[src/rtl/ax_monitor_pkg.sv]
// Shared definitions for the approximate-adder error monitor: FSM states,
// default sizing and the ED accumulator width helper.
package ax_monitor_pkg;

  typedef enum logic [1:0] {
    IDLE   = 2'd0,
    ACCUM  = 2'd1,
    DRAIN  = 2'd2,
    REPORT = 2'd3
  } mon_state_t;

  localparam int unsigned DEF_WIDTH       = 16;
  localparam int unsigned DEF_WINDOW_LOG2 = 10;

  // Sum of 2^wl2 EDs, each at most w+1 bits wide, never overflows this width.
  function automatic int unsigned acc_width(input int unsigned w, input int unsigned wl2);
    return w + 1 + wl2;
  endfunction

endpackage

[src/rtl/ax_error_monitor_if.sv]
// Sample and result handshake bundle between an approximate-adder harness
// (master) and the error monitor (slave).
interface ax_error_monitor_if
  import ax_monitor_pkg::*;
#(
  parameter int unsigned WIDTH       = DEF_WIDTH,
  parameter int unsigned WINDOW_LOG2 = DEF_WINDOW_LOG2,
  parameter int unsigned ACC_W       = acc_width(WIDTH, WINDOW_LOG2)
);

  logic                   in_valid;
  logic                   in_ready;
  logic [WIDTH-1:0]       in_a;
  logic [WIDTH-1:0]       in_b;
  logic [WIDTH:0]         in_sum;

  logic                   res_valid;
  logic                   res_ready;
  logic [WINDOW_LOG2:0]   res_err_count;
  logic [ACC_W-1:0]       res_ed_sum;
  logic [WIDTH:0]         res_ed_max;

  modport master (
    output in_valid, in_a, in_b, in_sum, res_ready,
    input  in_ready, res_valid, res_err_count, res_ed_sum, res_ed_max
  );

  modport slave (
    input  in_valid, in_a, in_b, in_sum, res_ready,
    output in_ready, res_valid, res_err_count, res_ed_sum, res_ed_max
  );

endinterface

[src/rtl/ax_ed_calc.sv]
// Combinational exact-sum and error-distance calculator for one operand pair.
// Kept free of state so other characterisation benches can reuse it.
module ax_ed_calc
  import ax_monitor_pkg::*;
#(
  parameter int unsigned WIDTH = DEF_WIDTH
) (
  input  logic [WIDTH-1:0] a,
  input  logic [WIDTH-1:0] b,
  input  logic [WIDTH:0]   approx,
  output logic [WIDTH:0]   exact,
  output logic [WIDTH:0]   ed
);

  // Exact sum without carry-in; the approximate sum may be above or below it.
  assign exact = {1'b0, a} + {1'b0, b};
  assign ed    = (exact >= approx) ? (exact - approx) : (approx - exact);

endmodule

[src/rtl/ax_error_monitor.sv]
// Windowed error-metric monitor: accepts 2^WINDOW_LOG2 samples, accumulates
// error count, total ED and maximum ED through a two-stage pipeline, then
// presents the result on a valid/ready handshake.
module ax_error_monitor
  import ax_monitor_pkg::*;
#(
  parameter int unsigned WIDTH       = DEF_WIDTH,
  parameter int unsigned WINDOW_LOG2 = DEF_WINDOW_LOG2
) (
  input  logic                clk,
  input  logic                rst,
  input  logic                start,
  output logic                busy,
  ax_error_monitor_if.slave   bus
);

  localparam int unsigned ACC_W = acc_width(WIDTH, WINDOW_LOG2);
  localparam int unsigned CNT_W = WINDOW_LOG2 + 1;
  // Index of the final sample in a window (N-1).
  localparam logic [CNT_W-1:0] LAST_IDX = {1'b0, {WINDOW_LOG2{1'b1}}};

  mon_state_t        state_reg;
  logic [CNT_W-1:0]  count_reg;
  logic              in_ready_reg;
  logic              busy_reg;
  logic              res_valid_reg;
  logic [CNT_W-1:0]  res_err_count_reg;
  logic [ACC_W-1:0]  res_ed_sum_reg;
  logic [WIDTH:0]    res_ed_max_reg;

  logic              s1_valid_reg;
  logic [WIDTH:0]    s1_exact_reg;
  logic [WIDTH:0]    s1_approx_reg;
  logic [WIDTH:0]    s1_ed_reg;

  logic              s2_valid_reg;
  logic [CNT_W-1:0]  err_count_reg;
  logic [ACC_W-1:0]  ed_sum_reg;
  logic [WIDTH:0]    ed_max_reg;

  logic [WIDTH:0]    exact_c;
  logic [WIDTH:0]    ed_c;
  logic              accept_c;
  logic              last_accept_c;
  logic              start_c;
  logic              err_flag_c;
  logic              pipe_empty_c;

  ax_ed_calc #(.WIDTH(WIDTH)) u_ed_calc (
    .a      (bus.in_a),
    .b      (bus.in_b),
    .approx (bus.in_sum),
    .exact  (exact_c),
    .ed     (ed_c)
  );

  assign accept_c      = bus.in_valid & in_ready_reg;
  assign last_accept_c = accept_c & (count_reg == LAST_IDX);
  assign start_c       = start & (state_reg == IDLE);
  // A non-zero ED is the same as the approximate sum differing from exact.
  assign err_flag_c    = (s1_exact_reg != s1_approx_reg);
  assign pipe_empty_c  = ~s1_valid_reg & ~s2_valid_reg;

  // Stage 1: capture exact sum, approximate sum and ED of each accepted sample.
  always_ff @(posedge clk) begin
    if (rst) begin
      s1_valid_reg  <= 1'b0;
      s1_exact_reg  <= '0;
      s1_approx_reg <= '0;
      s1_ed_reg     <= '0;
    end else begin
      s1_valid_reg <= accept_c;
      if (accept_c) begin
        s1_exact_reg  <= exact_c;
        s1_approx_reg <= bus.in_sum;
        s1_ed_reg     <= ed_c;
      end
    end
  end

  // Stage 2: fold each stage-1 result into the window accumulators.
  always_ff @(posedge clk) begin
    if (rst) begin
      s2_valid_reg  <= 1'b0;
      err_count_reg <= '0;
      ed_sum_reg    <= '0;
      ed_max_reg    <= '0;
    end else begin
      s2_valid_reg <= s1_valid_reg;
      if (start_c) begin
        err_count_reg <= '0;
        ed_sum_reg    <= '0;
        ed_max_reg    <= '0;
      end else if (s1_valid_reg) begin
        err_count_reg <= err_count_reg + CNT_W'(err_flag_c);
        ed_sum_reg    <= ed_sum_reg + ACC_W'(s1_ed_reg);
        if (s1_ed_reg > ed_max_reg) begin
          ed_max_reg <= s1_ed_reg;
        end
      end
    end
  end

  // Window control FSM with registered handshake outputs and result latch.
  always_ff @(posedge clk) begin
    if (rst) begin
      state_reg         <= IDLE;
      count_reg         <= '0;
      in_ready_reg      <= 1'b0;
      busy_reg          <= 1'b0;
      res_valid_reg     <= 1'b0;
      res_err_count_reg <= '0;
      res_ed_sum_reg    <= '0;
      res_ed_max_reg    <= '0;
    end else begin
      case (state_reg)
        IDLE: begin
          if (start) begin
            state_reg         <= ACCUM;
            count_reg         <= '0;
            in_ready_reg      <= 1'b1;
            busy_reg          <= 1'b1;
            res_err_count_reg <= '0;
            res_ed_sum_reg    <= '0;
            res_ed_max_reg    <= '0;
          end
        end
        ACCUM: begin
          if (accept_c) begin
            count_reg <= count_reg + 1'b1;
          end
          if (last_accept_c) begin
            state_reg    <= DRAIN;
            in_ready_reg <= 1'b0;
          end
        end
        DRAIN: begin
          // Both pipeline stages must have retired before the totals are final.
          if (pipe_empty_c) begin
            state_reg         <= REPORT;
            res_valid_reg     <= 1'b1;
            res_err_count_reg <= err_count_reg;
            res_ed_sum_reg    <= ed_sum_reg;
            res_ed_max_reg    <= ed_max_reg;
          end
        end
        REPORT: begin
          if (bus.res_ready) begin
            state_reg     <= IDLE;
            res_valid_reg <= 1'b0;
            busy_reg      <= 1'b0;
          end
        end
        default: begin
          state_reg <= IDLE;
        end
      endcase
    end
  end

  assign busy              = busy_reg;
  assign bus.in_ready      = in_ready_reg;
  assign bus.res_valid     = res_valid_reg;
  assign bus.res_err_count = res_err_count_reg;
  assign bus.res_ed_sum    = res_ed_sum_reg;
  assign bus.res_ed_max    = res_ed_max_reg;

endmodule

[src/flat_wrapper.sv]
// flat-port wrapper written by rule: the top's interface ports become plain ports
module ax_error_monitor_flat import ax_monitor_pkg::*;
#(
  parameter int unsigned WIDTH       = DEF_WIDTH,
  parameter int unsigned WINDOW_LOG2 = DEF_WINDOW_LOG2
)
  (clk, rst, start, busy, bus_in_valid, bus_in_a, bus_in_b, bus_in_sum, bus_res_ready, bus_in_ready, bus_res_valid, bus_res_err_count, bus_res_ed_sum, bus_res_ed_max);
  ax_error_monitor_if #(.WIDTH(WIDTH), .WINDOW_LOG2(WINDOW_LOG2)) bus_i ();
  input  logic clk;
  input  logic rst;
  input  logic start;
  output logic busy;
  input wire logic [$bits(bus_i.in_valid)-1:0] bus_in_valid;
  input wire logic [$bits(bus_i.in_a)-1:0] bus_in_a;
  input wire logic [$bits(bus_i.in_b)-1:0] bus_in_b;
  input wire logic [$bits(bus_i.in_sum)-1:0] bus_in_sum;
  input wire logic [$bits(bus_i.res_ready)-1:0] bus_res_ready;
  output wire logic [$bits(bus_i.in_ready)-1:0] bus_in_ready;
  output wire logic [$bits(bus_i.res_valid)-1:0] bus_res_valid;
  output wire logic [$bits(bus_i.res_err_count)-1:0] bus_res_err_count;
  output wire logic [$bits(bus_i.res_ed_sum)-1:0] bus_res_ed_sum;
  output wire logic [$bits(bus_i.res_ed_max)-1:0] bus_res_ed_max;
  assign bus_i.in_valid = bus_in_valid;
  assign bus_i.in_a = bus_in_a;
  assign bus_i.in_b = bus_in_b;
  assign bus_i.in_sum = bus_in_sum;
  assign bus_i.res_ready = bus_res_ready;
  assign bus_in_ready = bus_i.in_ready;
  assign bus_res_valid = bus_i.res_valid;
  assign bus_res_err_count = bus_i.res_err_count;
  assign bus_res_ed_sum = bus_i.res_ed_sum;
  assign bus_res_ed_max = bus_i.res_ed_max;
  ax_error_monitor #(.WIDTH(WIDTH), .WINDOW_LOG2(WINDOW_LOG2)) u_core (.clk(clk), .rst(rst), .start(start), .busy(busy), .bus(bus_i));
endmodule
[config.mk]
export PLATFORM = sky130hd
export DESIGN_NAME = ax_error_monitor_flat
export DESIGN_NICKNAME = d
export VERILOG_FILES = /design/src/rtl/ax_monitor_pkg.sv /design/src/rtl/ax_error_monitor_if.sv /design/src/rtl/ax_ed_calc.sv /design/src/rtl/ax_error_monitor.sv /design/src/flat_wrapper.sv
export SDC_FILE = /design/constraint.sdc
export NUM_CORES = 1
export LEC_CHECK = 0
export CAP_MARGIN = 20
export CORE_MARGIN = 4
export CORE_UTILIZATION = 35
export DETAILED_ROUTE_END_ITERATION = 8
export PLACE_DENSITY = 0.6
export RECOVER_POWER = 100
export SYNTH_ARGS = -nofsm -noshare
export SYNTH_HDL_FRONTEND = slang
export SYNTH_SLANG_ARGS = --single-unit
[constraint.sdc]
create_clock -name clk -period 6.6 [get_ports clk]
set_input_delay 1.32 -clock clk [delete_from_list [all_inputs] [get_ports clk]]
set_output_delay 1.32 -clock clk [all_outputs]
set_load 0.01 [all_outputs]
Word-level counts from Yosys, hierarchy flattened --
Cells that the tools add are included.
Word-level totals: bits in registers 179, bits of input ports 54, output and inout bits 58, word-level logic and storage cells 77
Operators by class: add/sub/neg operators 6, order comparisons 2, equal/unequal tests 10, muxes and demuxes 24, bitwise gates (word level) 6, reductions and logical operators 13
Operators by type and width (number):
- 27-bit 2-to-1 mux | 2
- 27-bit one-hot mux with 2 select lines | 1
- 17-bit 2-to-1 mux | 3
- 11-bit one-hot mux with 2 select lines | 2
- 17-bit one-hot mux with 2 select lines | 1
- 17-bit subtractor | 2
- 11-bit 2-to-1 mux | 3
- 27-bit by 17-bit adder with 27-bit output | 1
- 16-bit by 16-bit adder with 17-bit output | 1
- 17-bit greater-or-equal comparator | 1
- 17-bit > comparator | 1
- 17-bit != test | 1
- 3-bit AND reduction | 5
- 11-bit by 1-bit adder with 11-bit output | 1
- 11-bit by 1-bit adder with 11-bit output, second input constant | 1
- 11-bit by 10-bit == test with 1-bit output, second input constant | 1
- 2-bit 2-to-1 mux | 4
- 2-bit one-hot mux with 4 select lines | 1
- 2-bit nonzero test | 4
- 2-bit by 1-bit != test with 1-bit output, second input constant | 3
- 1-bit one-hot mux with 2 select lines | 3
- 1-bit bitwise AND | 4
- 2-bit == test, second input constant | 2
- 1-bit 2-to-1 mux | 4
- 7 further kinds | 9

Logic depth before layout (Yosys ltp) --
Gate-level depths: netlist (run 1).
depth in word-level cells 4, gate-level depth with buffers 21, depth with buffers taken out 19

By module --
From an unflattened synthesis (run 1), not the netlist that was laid out.
Second synthesis, totals: cell total of the unflattened synthesis 1384, area total of the unflattened synthesis 10985.5 µm²
Modules (own cells, without submodules):
- ax_error_monitor | times used 1, cells an instance 1061, area an instance 8538.2 µm², sequential area each 3583.4 µm²
- ax_ed_calc | times used 1, cells an instance 323, area an instance 2447.3 µm², sequential area each 0.0 µm²

Least setup slack after synthesis (run 1) --
No wires, ideal clock.
kind input to register, start point in bus_in_b[0], end point reg u_core.s1_ed_reg[15], setup time 73 ps, arrival 5314 ps, data required time 6527 ps, setup slack 1213 ps, cell stages on the path 20, path buffers 1, cells stage by stage ha_1 > fa_1 > a21oi_1 > o21ai_0 > a21oi_1 > a211oi_1 > o211ai_1 > nand2b_1 > a211oi_1 > nor2_1 > ha_1 > buf_2 > a21oi_1 > o221ai_1 > o21ai_0 > nand2_2 > nor2_4 > mux2_2 > or3b_2 > o211ai_2
Between the ends: cells in the longest elaborated chain, start to end 3, elaborated cells between the ends (all ways) 5, classes of those cells 3 x add/sub; 1 x order compare; 1 x mux
Ends and longest elaborated chain:
- start: declaration | line flat_wrapper.sv:15 | input wire logic [$bits(bus_i.in_b)-1:0] bus_in_b;
- 16-bit by 16-bit adder with 17-bit output * | line ax_ed_calc.sv:16 | assign exact = {1'b0, a} + {1'b0, b};
- net u_core.exact_c[14] | line ax_error_monitor.sv:41 | logic [WIDTH:0] exact_c;
- 17-bit subtractor / 17-bit greater-or-equal comparator (equally long branches) | line ax_ed_calc.sv:17 | assign ed = (exact >= approx) ? (exact - approx) : (approx - exact);
- 17-bit 2-to-1 mux * | line ax_ed_calc.sv:17
- end signal: assignment | line ax_error_monitor.sv:70 | s1_ed_reg <= '0;
- end signal: assignment | line ax_error_monitor.sv:76 | s1_ed_reg <= ed_c;
- end: declaration | line ax_error_monitor.sv:34 | logic [WIDTH:0] s1_ed_reg;
The timed path passes the listed nets; every way through them passes the cells marked *. A chain may end at the register's enable or synchronous reset.

Final worst setup path (run 1) --
start point in bus_in_b[0], end point reg u_core.s1_ed_reg[3]
Between the ends: cells in the longest elaborated chain, start to end 3, elaborated cells between the ends (all ways) 5, classes of those cells 3 x add/sub; 1 x order compare; 1 x mux
Ends and longest elaborated chain (line):
- 16-bit by 16-bit adder with 17-bit output | ax_ed_calc.sv:16
- net u_core.exact_c[14] | ax_error_monitor.sv:41
- 17-bit greater-or-equal comparator | ax_ed_calc.sv:17
- 17-bit 2-to-1 mux | ax_ed_calc.sv:17
The timed path passes the listed nets, and every way through them passes these cells.

==> results of run 1 <==
[path summary, 6_finish.rpt]
path	to	slack (ns)	depth (start not counted)
worst max register to register	u_core.bus.res_ed_max[12]	2.96	8
worst min-delay path	u_core.s1_exact_reg[3]	0.47	2
worst min register to register	u_core.s1_exact_reg[3]	0.47	2
worst max-delay path	u_core.s1_ed_reg[3]	0.64	21
[routing by layer]
metal  track usage, %  part of all wire, %
met4             3.47                  1.2
met3             2.57                  3.8
met2             26.3                   46
met1             22.3                   49
met5                0                    0
[critical path, delay by kind of cell]
family | cells | cell delay, ns
AOI/OAI and AO/OA | 8 | 1.73
and+or+nand+nor | 6 | 0.97
xor gates and xnor gates | 1 | 0.20
buffers and inverters | 2 | 0.64
adders and majority gates | 3 | 1.03
muxes | 1 | 0.22
[through the flow]
stage	hold slack [ns]	cells
after detailed placement	0.459	1691
after global placement	0.454	1691
after global routing	0.484	1724
after CTS	0.469	1723
after floorplan	0.446	1246
final	0.467	1724
[power by group through the flow]
stage	clock (mW)	combinational [mW]	sequential [mW]
floorplan	0	0.853	1.20
global route	1.09	1.30	1.21
detailed placement	0	1.16	1.23
CTS	1.05	1.17	1.20
finish	1.02	1.16	1.20
global placement	0	1.15	1.23
[layout by cell type (no fill, tap or decap), drive strengths merged, types with 4 or more instances in the layout]
| master | n |
|---|---|
| nor3 | 20 |
| o211ai | 8 |
| a21oi | 99 |
| xor2 | 27 |
| clkinv | 5 |
| a21o | 29 |
| clkbuf | 24 |
| nand2b | 14 |
| fa | 4 |
| and2 | 7 |
| a22oi | 58 |
| o21ai | 60 |
| a211oi | 23 |
| xnor2 | 37 |
| mux2i | 38 |
| inv | 80 |
| ha | 90 |
| nand4 | 20 |
| dlygate4sd3 | 59 |
| nor2 | 156 |
| o21a | 11 |
| o21bai | 7 |
| and3 | 13 |
| nor2b | 8 |
| a31oi | 6 |
| dfxtp | 179 |
| nand3 | 17 |
| nand2 | 109 |
| or3 | 15 |
| buf | 9 |
| or2 | 4 |
| clkdlybuf4s50 | 51 |
[kinds of logic (layout without fill, tap and decap cells)]
family	Yosys count	in the layout	synth area share, %
fa+ha+maj	94	94	11.7
buf+inv	137	231	5.26
simple gates	393	393	17.3
mux	41	41	4.01
xor+xnor	64	64	5.43
flops	179	179	34.7
compound gates	338	338	21.6
[final cells by class]
type                    count  area [um2]  share of cell area [%]
multi-input cells         930        6200                    50.3
flip-flops and latches    179        3580                    29.1
repair buffers            124        1200                    9.73
well taps                 384         480                    3.90
clock buffers              19         443                    3.59
inverters                  75         282                    2.28
clock inverters            13         144                    1.17
==> summary.md, run 1 <==
| Metric | Value |
|---|---|
| Status | `finished with violations` |
| Failing checks | `max-capacitance violations, max-slew violations` |
| PwrDens | `274 nW/um2` |
| Clk sink count | `179` |
| Comb power frac | `34.4%` |
| Die H | `180 um` |
| Max rail drop VDD | `187 uV` |
| Worst setup margin | `0.642 ns` |
| Class of the worst hold path | `flip-flop to flip-flop` |
| Cell accounting for the most synthesized area | `dfxtp_1` |
| Worst setup startpoint | `bus_in_b[0]` |
| Global route overflow | `0` |
| Worst EP required | `6.76 ns` |
| Drt first-iter violations | `495` |
| EDFF count, synth | `0` |
| Clk_lat worst skew | `0.43 ns` |
| Area fraction of the dominant cell type after synthesis | `34.7%` |
| F_max | `0.168 GHz` |
| Die extent in x | `180 um` |
| Final #Nets | `1475` |
| Pin count of the biggest net entering global routing | `68` |
| CP max stage cell | `clkdlybuf4s50_1` |
| Sequential area share after synthesis | `34.7%` |
| DR WL/cell | `15.3 um` |
| Deepest clock path buffer count | `2` |
| Cts hold-fix bufs | `0` |
| CP startpoint kind | `primary input` |
| Cell Chain, Critical Path | `clkdlybuf4s50_1 > ha_1 > fa_1 > a21oi_1 > o21ai_0 > a21oi_1 > a211oi_1 > o211ai_1 > nand2b_1 > a211oi_1 > nor2_1 > ha_1 > nand4_1 > nor3_1 > o21ai_0 > nand2_2 > nor2_4 > buf_4 > mux2i_1 > xor2_1 > a211oi_2` |
| P_leak | `5.07 nW` |
| Setup bufs post-CTS | `0` |
| Final wirelength | `26.4 mm` |
| Synth top area cells | `dfxtp_1 (35%), ha_1 (11%), nor2_1 (5.6%), a21oi_1 (4.8%), a22oi_1 (4.2%)` |
| Share of layout cells above drive strength 1 | `4.63%` |
| Layout area overhead | `19.5%` |
| Critical path arrival | `6.11 ns` |
| Setup-failing EPs final | `0` |
| Max cap viols | `3` |
| Initial antenna violation count | `0` |
| Hold Fails Final Rpt | `0` |
| Total power | `3.38 mW` |
| Clock share of power | `30.1%` |
| Worst-path maximum fanout | `8` |
| First-pass GRT wire length | `43.8 mm` |
| DR vias | `8913` |
| Register bit total from synthesis | `179` |
| Final Cycle Share | `90.3%` |
| Ports | `112` |
| Post-DRT Antenna Nets | `0` |
| Cells after synthesis | `1246` |
| Post-placement cell area | `11800 um2` |
| Vias in the first global route | `8553` |
| Primary FF master, synth | `dfxtp_1` |
| CTS tree | `yes` |
| Synth cell count leaders | `dfxtp_1 (179), nor2_1 (155), nand2_1 (108)` |
| Syn Nets | `1394` |
| Critical path's largest stage delay | `0.41 ns` |
| RSZ-0062 raised after global routing | `no` |
| Cts bufs inserted | `17` |
| Flop pwr share | `35.6%` |
| Int Pwr | `2.12 mW` |
| Final HPWL DP | `19.5 mm` |
| Tmin final | `5.96 ns` |
| H-tree lvl count | `4` |
| Worst Skew | `0.0126 ns` |
| Core Region | `28900 um2` |
| Crit Path Class | `primary input to flip-flop` |
| Filler cell count | `2928` |
| Total track usage | `16.0%` |
| Slew Limit Fails | `171` |
| Setup TNS Final | `0 ns` |
| HP Start | `u_core.s1_exact_reg[3]` |
| Sw Ratio | `37.3%` |
| Unique masters post-synth | `72` |
| Slew at the pin closest to its max-slew limit | `3.22 ns` |
| Cell area after layout | `12300 um2` |
| # rows | `62` |
| Drt pass-1 iters | `5` |
| Vias per cell | `5.17` |
| Buffers on Ports | `111` |
| Critical Path End Type | `flip-flop` |
| Mapped Area | `10300 um2` |
| Slew HR | `-115%` |
| R2R Path Start | `u_core.state_reg[0]` |
| Routability congestion estimate from global placement | `0.895` |
| Die area | `32300 um2` |
| N_diodes | `0` |
| Initial Utilization | `35.7%` |
| Place WS | `0.255 ns` |
| YS warnings | `0` |
| Mean Syn Cell Area | `8.28 um2` |
| Final Util | `42.6%` |
| Most frequent cell after synthesis | `dfxtp_1` |
| Reg clk slew, reported paths | `0.07 ns` |
| DRC | `0` |
| Post-CTS Resized | `0` |
| Root buffer cell | `clkbuf_16` |
| Post-synth ARST share | `0%` |
| Switching pwr | `1.26 mW` |
Power figures use the tool's default switching activity.
==> run 2, diff against run 1 <==
- CORE_UTILIZATION: 35 -> 57
- PLACE_DENSITY: 0.6 -> 0.86
==> run 2 against run 1 <==
- the run still ends with max-capacitance violations, max-slew violations left
- die area down 37%
- global-route usage up 8.5 points
- sequential power is essentially flat
- cell count fell by 9.7%
- critical path type unchanged
- clock-buffer cell count did not move
==> summary.md, run 2 (same netlist as run 1, synthesis figures left out) <==
| Metric | Value |
|---|---|
| Status | `finished with violations (unchanged)` |
| Failing checks | `max-capacitance violations, max-slew violations (unchanged)` |
| Share of layout cells above drive strength 1 | `4.06% (was 4.63%)` |
| Max cap viols | `4 (was 3)` |
| CP startpoint kind | `primary input (unchanged)` |
| Drt pass-1 iters | `6 (was 5)` |
| CP bufs+invs | `1 (was 2)` |
| Layout area overhead | `16.9% (was 19.5%)` |
| P_leak | `5.02 nW (was 5.07 nW)` |
| Clock share of power | `29.8% (was 30.1%)` |
| Cell Chain, Critical Path | `dlygate4sd3_1 > fa_1 > a21oi_1 > o21ai_0 > a21oi_1 > a211oi_1 > o211ai_1 > nand2b_1 > a211oi_1 > nor2_1 > ha_1 > a21oi_1 > o221ai_1 > o21ai_0 > nand2_2 > nor2_4 > mux2_2 > or3b_2 > o211ai_1 (was clkdlybuf4s50_1 > ha_1 > fa_1 > a21oi_1 > o21ai_0 > a21oi_1 > a211oi_1 > o211ai_1 > nand2b_1 > a211oi_1 > nor2_1 > ha_1 > nand4_1 > nor3_1 > o21ai_0 > nand2_2 > nor2_4 > buf_4 > mux2i_1 > xor2_1 > a211oi_2)` |
| Cts bufs inserted | `17 (unchanged)` |
| Setup TNS Final | `0 ns (unchanged)` |
| Root buffer cell | `clkbuf_16 (unchanged)` |
| Cell area after layout | `12100 um2 (was 12300 um2)` |
| Worst EP required | `6.95 ns (was 6.76 ns)` |
| Total track usage | `24.5% (was 16.0%)` |
| Max rail drop VDD | `237 uV (was 187 uV)` |
| Slew Limit Fails | `230 (was 171)` |
| Routed wl met3 | `1.38 mm (was 996 um)` |
| Reg clk slew, reported paths | `0.06 ns (was 0.07 ns)` |
| Int Pwr | `2.16 mW (was 2.12 mW)` |
| F_max | `0.167 GHz (was 0.168 GHz)` |
| Critical path arrival | `6.33 ns (was 6.11 ns)` |
| Worst-path maximum fanout | `10 (was 8)` |
| Crit Path Class | `primary input to flip-flop (unchanged)` |
| Setup bufs post-CTS | `0 (unchanged)` |
| Comb power frac | `34.1% (was 34.4%)` |
| Worst Skew | `0.00885 ns (was 0.0126 ns)` |
| Slew HR | `-102% (was -115%)` |
| Post-CTS Resized | `0 (unchanged)` |
| Critical Path End Type | `flip-flop (unchanged)` |
| Cts hold-fix bufs | `0 (unchanged)` |
| DRC | `0 (unchanged)` |
| Tmin final | `5.98 ns (was 5.96 ns)` |
| R2r setup slk | `2.51 ns (was 2.96 ns)` |
| PwrDens | `278 nW/um2 (was 274 nW/um2)` |
| Initial antenna violation count | `0 (unchanged)` |
| Final HPWL DP | `18.3 mm (was 19.5 mm)` |
| Die area | `20300 um2 (was 32300 um2)` |
| Global route overflow | `0 (unchanged)` |
| Vias per cell | `5.92 (was 5.17)` |
| Ports | `112 (unchanged)` |
| Cell mode on critical path | `a21oi_1` |
| Hold Fails Final Rpt | `0 (unchanged)` |
| # rows | `48 (was 62)` |
| Critical path's largest stage delay | `0.59 ns (was 0.41 ns)` |
| Total power | `3.35 mW (was 3.38 mW)` |
| Post-DRT Antenna Nets | `0 (unchanged)` |
| First-pass GRT wire length | `41.0 mm (was 43.8 mm)` |
| CTS tree | `yes (unchanged)` |
| Wire length on met1 | `11.0 mm (was 12.9 mm)` |
| CP top delay family | `compound AO/OA/AOI/OAI gates (unchanged)` |
| Clk_lat worst skew | `0.43 ns (about the same)` |
| Die extent in x | `143 um (was 180 um)` |
| Switching pwr | `1.19 mW (was 1.26 mW)` |
| Pin count of the biggest net entering global routing | `70 (was 68)` |
| Drt first-iter violations | `770 (was 495)` |
| Deepest clock path buffer count | `2 (unchanged)` |
| Core Region | `17500 um2 (was 28900 um2)` |
| Slew at the pin closest to its max-slew limit | `3.03 ns (was 3.22 ns)` |
| Setup-failing EPs final | `0 (unchanged)` |
| Buffers on Ports | `111 (unchanged)` |
| N_diodes | `0 (unchanged)` |
| Leading cell type in the layout, fill and taps excluded | `dfxtp_1 (unchanged)` |
| Vias in the first global route | `8675 (was 8553)` |
| Post-placement cell area | `11500 um2 (was 11800 um2)` |
| Met2 wire len | `11.9 mm (was 12.2 mm)` |
| Final Cycle Share | `90.6% (was 90.3%)` |
| Flop pwr share | `36.0% (was 35.6%)` |
| Class of the worst hold path | `flip-flop to flip-flop (unchanged)` |
| DR vias | `9204 (was 8913)` |
| DR WL/cell | `16.1 um (was 15.3 um)` |
| Most frequent cells in the layout | `dfxtp_1 (179), nor2_1 (155), nand2_1 (108) (unchanged)` |
| Final #Nets | `1470 (was 1475)` |
| RSZ-0062 raised after global routing | `no (unchanged)` |
| Clk sink count | `179 (unchanged)` |
| Sw Ratio | `35.7% (was 37.3%)` |
| Final wirelength | `25.1 mm (was 26.4 mm)` |
| CP max stage cell | `dlygate4sd3_1 (was clkdlybuf4s50_1)` |
| Die H | `143 um (was 180 um)` |
| Routability congestion estimate from global placement | `0.964 (was 0.895)` |
| H-tree lvl count | `4 (unchanged)` |
| Top layer in use | `met4 (unchanged)` |
| Initial Utilization | `58.9% (was 35.7%)` |
-- run 2: cell types whose count changed in the layout (fill, tap and decap cells not counted), moves of 2 or more --
cell and change:
buf_4 -4, bufinv_16 +2, clkdlybuf4s50_1 -2, clkinv_4 -3
clkinvlp_4 +2, dlygate4sd3_1 +2, inv_8 -3, mux2_1 -3
mux2_2 +3
-- run 2: final cells by class --
type / instances / area [um2]
multi-input combinational: 930 / 6200
fill: 1413 / 5470
sequential: 179 / 3580
timing repair buffer: 119 / 1150
clock buffer: 19 / 433
inverter: 75 / 282
tap: 225 / 282
clock inverter: 9 / 134
-- run 2: metrics by stage --
stage | util (%) | std cells | setup slack (ns) | hold slack, ns
after CTS | 68.9 | 1556 | 0.697 | 0.469
after floorplan | - | 1246 | 1.21 | 0.446
after detailed placement | 65.7 | 1528 | 0.247 | 0.461
after global placement | 65.7 | 1528 | 0.329 | 0.454
final | 68.8 | 1556 | 0.618 | 0.468
after global routing | 68.8 | 1556 | 0.131 | 0.485
-- run 2: routing by layer --
layer | vias up | GRT usage, %
met5 | - | 0
met2 | 317 | 41.1
met4 | 0 | 9.80
met3 | 58 | 4.17
met1 | 4295 | 31.5
li1 | 4534 | -
-- run 2: path summary, 6_finish.rpt --
check | start | endpoint | cells past startpoint
max reg2reg | u_core.state_reg[0] | u_core.bus.res_ed_max[0] | 7
min | u_core.s1_approx_reg[9] | u_core.s1_approx_reg[9] | 2
min reg2reg | u_core.s1_approx_reg[9] | u_core.s1_approx_reg[9] | 2
max | bus_in_b[1] | u_core.s1_ed_reg[15] | 19
-- run 2: power by group through the flow --
stage | Clock (mW) | Combinational (mW) | Sequential [mW]
final | 0.999 | 1.14 | 1.21
after global routing | 1.07 | 1.26 | 1.21
after CTS | 1.01 | 1.13 | 1.20
after detailed placement | 0 | 1.12 | 1.23
after global placement | 0 | 1.10 | 1.23
after floorplan | 0 | 0.853 | 1.20
-- run 2: tightest hold or removal path: stages, from the launching register on --
cell and delay, ns:
dfxtp_1 0.32, nand2_1 0.05, a21oi_1 0.05
